**src/rtl/digit_entry_pkg.sv**
```systemverilog
// Shared types and constants for the pushbutton digit-entry path.
package digit_entry_pkg;

  typedef enum logic [2:0] {
    OP_NONE,
    OP_WRITE,
    OP_SHIFT,
    OP_BLANK,
    OP_CLEAR
  } op_t;

  localparam int unsigned KEY_WRITE  = 0;
  localparam int unsigned KEY_SHIFT  = 1;
  localparam int unsigned KEY_BLANK  = 2;
  localparam int unsigned KEY_CLEAR  = 3;

  localparam logic [3:0]  BCD_MAX    = 4'd9;
  localparam int unsigned NUM_DIGITS = 8;

endpackage

```
**src/rtl/key_debouncer.sv**
```systemverilog
// One active-low pushbutton: 2-flop sync, counter debounce, one-cycle press pulse.
module key_debouncer #(
  parameter int unsigned DEBOUNCE_CYCLES = 250000
) (
  input  logic clock,
  input  logic reset,
  input  logic raw_n,
  output logic pressed_pulse
);

  localparam int unsigned CW = (DEBOUNCE_CYCLES > 2) ? $clog2(DEBOUNCE_CYCLES) : 1;
  localparam logic [CW-1:0] CNT_MAX = CW'(DEBOUNCE_CYCLES - 1);

  logic          sync1_q, sync2_q;
  logic          stable_q, stable_d;
  logic          prev_q;
  logic          pulse_q;
  logic [CW-1:0] cnt_q, cnt_d;

  always_comb begin
    stable_d = stable_q;
    cnt_d    = '0;
    if (sync2_q != stable_q) begin
      if (cnt_q == CNT_MAX) begin
        stable_d = sync2_q;
      end else begin
        cnt_d = cnt_q + 1'b1;
      end
    end
  end

  // Pulse is registered off the previous stable level so it lands one cycle after the rise.
  always_ff @(posedge clock) begin
    if (reset) begin
      sync1_q  <= 1'b0;
      sync2_q  <= 1'b0;
      stable_q <= 1'b0;
      prev_q   <= 1'b0;
      pulse_q  <= 1'b0;
      cnt_q    <= '0;
    end else begin
      sync1_q  <= ~raw_n;
      sync2_q  <= sync1_q;
      stable_q <= stable_d;
      prev_q   <= stable_q;
      pulse_q  <= stable_q & ~prev_q;
      cnt_q    <= cnt_d;
    end
  end

  assign pressed_pulse = pulse_q;

endmodule

```
**src/rtl/digit_entry_controller.sv**
```systemverilog
// Debounced pushbutton editor for an 8-digit BCD bank feeding the display block.
module digit_entry_controller
  import digit_entry_pkg::*;
#(
  parameter int unsigned DEBOUNCE_CYCLES = 250000,
  parameter int unsigned NUM_KEYS        = 4
) (
  input  logic                      clock,
  input  logic                      reset,
  input  logic [3:0]                key_n,
  input  logic [3:0]                sw_data,
  input  logic [2:0]                sw_sel,
  output logic [4*NUM_DIGITS-1:0]   bcd,
  output logic [NUM_DIGITS-1:0]     turn_on,
  output logic                      error,
  output logic [3:0]                key_pressed
);

  logic [4*NUM_DIGITS-1:0] bcd_q, bcd_d;
  logic [NUM_DIGITS-1:0]   turn_on_q, turn_on_d;
  logic                    error_q, error_d;
  logic                    data_ok;
  op_t                     op;

  for (genvar k = 0; k < NUM_KEYS; k++) begin : g_key
    key_debouncer #(
      .DEBOUNCE_CYCLES(DEBOUNCE_CYCLES)
    ) u_debouncer (
      .clock        (clock),
      .reset        (reset),
      .raw_n        (key_n[k]),
      .pressed_pulse(key_pressed[k])
    );
  end

  // Simultaneous presses: CLEAR > BLANK > WRITE > SHIFT.
  always_comb begin
    op = OP_NONE;
    if (key_pressed[KEY_CLEAR])      op = OP_CLEAR;
    else if (key_pressed[KEY_BLANK]) op = OP_BLANK;
    else if (key_pressed[KEY_WRITE]) op = OP_WRITE;
    else if (key_pressed[KEY_SHIFT]) op = OP_SHIFT;
  end

  assign data_ok = (sw_data <= BCD_MAX);

  always_comb begin
    bcd_d     = bcd_q;
    turn_on_d = turn_on_q;
    error_d   = error_q;
    unique case (op)
      OP_WRITE: begin
        if (data_ok) begin
          bcd_d[{sw_sel, 2'b00} +: 4] = sw_data;
          turn_on_d[sw_sel]           = 1'b1;
          error_d                     = 1'b0;
        end else begin
          error_d = 1'b1;
        end
      end
      OP_SHIFT: begin
        if (data_ok) begin
          bcd_d     = {bcd_q[4*NUM_DIGITS-5:0], sw_data};
          turn_on_d = {turn_on_q[NUM_DIGITS-2:0], 1'b1};
          error_d   = 1'b0;
        end else begin
          error_d = 1'b1;
        end
      end
      OP_BLANK: turn_on_d[sw_sel] = 1'b0;
      OP_CLEAR: begin
        bcd_d     = '0;
        turn_on_d = '0;
        error_d   = 1'b0;
      end
      default: ;
    endcase
  end

  always_ff @(posedge clock) begin
    if (reset) begin
      bcd_q     <= '0;
      turn_on_q <= '0;
      error_q   <= 1'b0;
    end else begin
      bcd_q     <= bcd_d;
      turn_on_q <= turn_on_d;
      error_q   <= error_d;
    end
  end

  assign bcd     = bcd_q;
  assign turn_on = turn_on_q;
  assign error   = error_q;

endmodule

```
**config.mk**
```make
export PLATFORM = sky130hd
export DESIGN_NAME = digit_entry_controller
export DESIGN_NICKNAME = d
export VERILOG_FILES = /design/src/rtl/digit_entry_pkg.sv /design/src/rtl/key_debouncer.sv /design/src/rtl/digit_entry_controller.sv
export SDC_FILE = /design/constraint.sdc
export NUM_CORES = 1
export LEC_CHECK = 0
export CORE_MARGIN = 3
export CORE_UTILIZATION = 40
export DETAILED_ROUTE_END_ITERATION = 16
export PLACE_DENSITY = 0.64
export SLEW_MARGIN = 20
export SYNTH_ARGS = -nofsm -noshare
export SYNTH_HDL_FRONTEND = slang
export SYNTH_SLANG_ARGS = --single-unit
```
**constraint.sdc**
```tcl
create_clock -name clock -period 3.6 [get_ports clock]
set_clock_uncertainty 0.05 [all_clocks]
set_input_delay 0.72 -clock clock [delete_from_list [all_inputs] [get_ports clock]]
set_output_delay 0.72 -clock clock [all_outputs]
set_load 0.05 [all_outputs]
```
==> summary.md <==
| Metric | Value |
|---|---|
| Status | completed |
| Vias in the first global route | 5,282 |
| Layout area overhead | 22.4% |
| Worst min path class | reg -> reg |
| Detailed Routing Iterations Pass 1 | 5 |
| Clk Latency, worst-skew pair | 0.41 ns |
| Crit end category | register |
| Setup_tns | 0 ns |
| PD cells | 447 nW/um2 |
| Clock slew at reported path FFs | 0.05 ns |
| CTS root buffer | clkbuf_16 |
| Total number of vias | 5,570 |
| Setup Slack @ Placement | 0.154 ns |
| 1st-iter DRT viols | 407 |
| Post-synth EDFFs | 0 |
| Routed Wire Length | 14.9 mm |
| Wire per inst | 15.5 um |
| Post-CTS Hold Buffers | 0 |
| IO Count | 58 |
| Post-DP HPWL | 10.3 mm |
| # resized after CTS | 0 |
| Post-CTS setup buffers | 0 |
| Nets | 788 |
| DRT antenna net count | 0 |
| CP Class | in -> reg |
| Most used routing layer | met2 |
| Total GRT Usage | 0.184 |
| First-pass GRT wire length | 24.9 mm |
| Num CTS Buffers | 17 |
| Fillers | 1,366 |
| Max-cap violation count | 0 |
| Post-route setup slack | 0.516 ns |
| Gate Count Post-Synth | 712 |
| Finished Layout Cells | 964 |
| Static Leak | 2.26 nW |
| Die area | 16,700 um2 |
| Startpoint types | input port |
| Mean number of vias per cell | 5.78 |
| Cells after DPL | 933 |
| Synth Register Bits | 133 |
| IO buf count | 57 |
| Crit path max fanout | 8 |
| Htree depth | 4 |
| Sequential share of the synthesized area | 0.439 |
| Largest net degree at the start of global routing | 46 |
| Prevailing post-synth register cell | dfxtp_1 |
| Die height | 129 um |
| Pwr Total | 3.32 mW |
| RSZ-0062 raised after global routing | false |
| Cell Area, Synth | 6070 um2 |
| Final period util | 0.857 |
| M2 GR Usage | 0.304 |
| FMAX | 324 MHz |
| Worst slew pin tran | 0.734 ns |
| Rel. slew slack | 0.509 |
| Fin. Hold Viols | 0 |
| TritonCTS clock tree | built |
| Met3 Use GR | 0.0466 |
| WP data arrival | 3.35 ns |
| Post-synthesis cell type count | 54 |
| Most frequent cells in the layout | 133 x dfxtp_1, 76 x nor2_1, 74 x a21oi_1 |
| Tmin final | 3.08 ns |
| YS warnings | 0 |
| Core Rows | 44 |
| Die width | 129 um |
| Cell taking the most area after synthesis | dfxtp_1 |
| GRT overflow | 0 |
| Count of final max-slew check failures | 0 |
| Core area | 14,700 um2 |
| DRC Markers | 0 |
| Antenna violations before repair | 0 |
| Worst Path Required | 3.87 ns |
| Initial Util | 0.413 |
| Syn nets | 732 |
| Layout cells sized above 1 | 0.0769 |
| Grt met1 use | 0.229 |
| Mean post-synth cell area | 8.52 um2 |
| RePlAce Congestion | 0.880 |
| ANT cells | 0 |
| Max IR drop VDD | 0.344 mV |
| Setup violators final | 0 |
| Fraction of registers with async set/reset | 0 |
| Leading cell type in the layout, fill and taps excluded | dfxtp_1 |
| Clock Sinks | 133 |
| Max Root-Sink Buffers | 2 |
| Synth area leaders | dfxtp_1 44%, a21oi_1 6.1%, nor2_1 4.7% |
| Yosys top cell area share | 0.439 |
[cells by family after synthesis]
group	synth area share
AO/OA/AOI/OAI	0.187
XOR/XNOR	0.0707
adder cells (fa/ha/maj)	0.0144
buffers and inverters	0.0412
flip-flops	0.439
AND/OR/NAND/NOR	0.248
[final cells by class]
cell class | instances | area [um2] | share of cell area
Clock buffer | 21 | 460 | 0.0620
Timing Repair Buffer | 73 | 686 | 0.0923
Sequential cell | 133 | 2660 | 0.358
Clock inverter | 10 | 130 | 0.0175
Inverter | 24 | 90.1 | 0.0121
Tap cell | 184 | 230 | 0.0310
Multi-Input combinational cell | 519 | 3170 | 0.427
[per-stage QoR]
stage                      util  area (um2)  hold WS (ns)
after CTS                 0.505        7430         0.333
after global routing      0.505        7430         0.343
after global placement    0.465        6840         0.325
after floorplan               -        6070         0.317
final                     0.505        7430         0.329
after detailed placement  0.465        6840         0.325
[power by group]
group	total [mW]	internal [mW]	switching, mW
clock	1.72	1.11	0.611
sequential	1.48	1.48	0.00311
combinational	0.115	0.0415	0.0739
[metal layers]
metal  part of all wire  wire length (um)
met1               0.45              6650
met2               0.47              7000
met3              0.062               932
met4              0.022               328
met5                  0                 0
[final timing paths]
kind                                           start                                  to  slack [ns]  cells after the start
setup / recovery                           sw_sel[0]                            register        0.52                      8
hold / removal           g_key[0].u_debouncer.prev_q  g_key[0].u_debouncer.pressed_pulse        0.33                      1
setup reg to reg  g_key[3].u_debouncer.pressed_pulse                            register        1.21                      5
hold reg to reg          g_key[0].u_debouncer.prev_q  g_key[0].u_debouncer.pressed_pulse        0.33                      1
[worst max-delay path, stage by stage]
cell             delay [ns]
clkdlybuf4s50_1        0.49
inv_1                  0.11
ha_1                   0.24
ha_1                   0.37
or4b_2                 0.74
nand3_1                0.28
a21oi_1                0.12
a311oi_1               0.28
[synth_stat cells, drive strengths merged, types with 4 or more instances]
cell	count
dfxtp	133
nor2	76
a21oi	74
nand2	33
xnor2	32
nand3	31
o21ai	30
nor3	27
clkbuf	23
inv	23
nand4	19
a211oi	17
xor2	17
or3	15
or4	15
buf	13
nor2b	13
a311oi	12
a32oi	12
nand2b	10
nor4	10
o31ai	8
ha	7
and2	6
a31oi	5
and3	5
or2	5
a22o	4
a22oi	4
and4	4
nand4b	4
(Power assumes the default switching activity.)
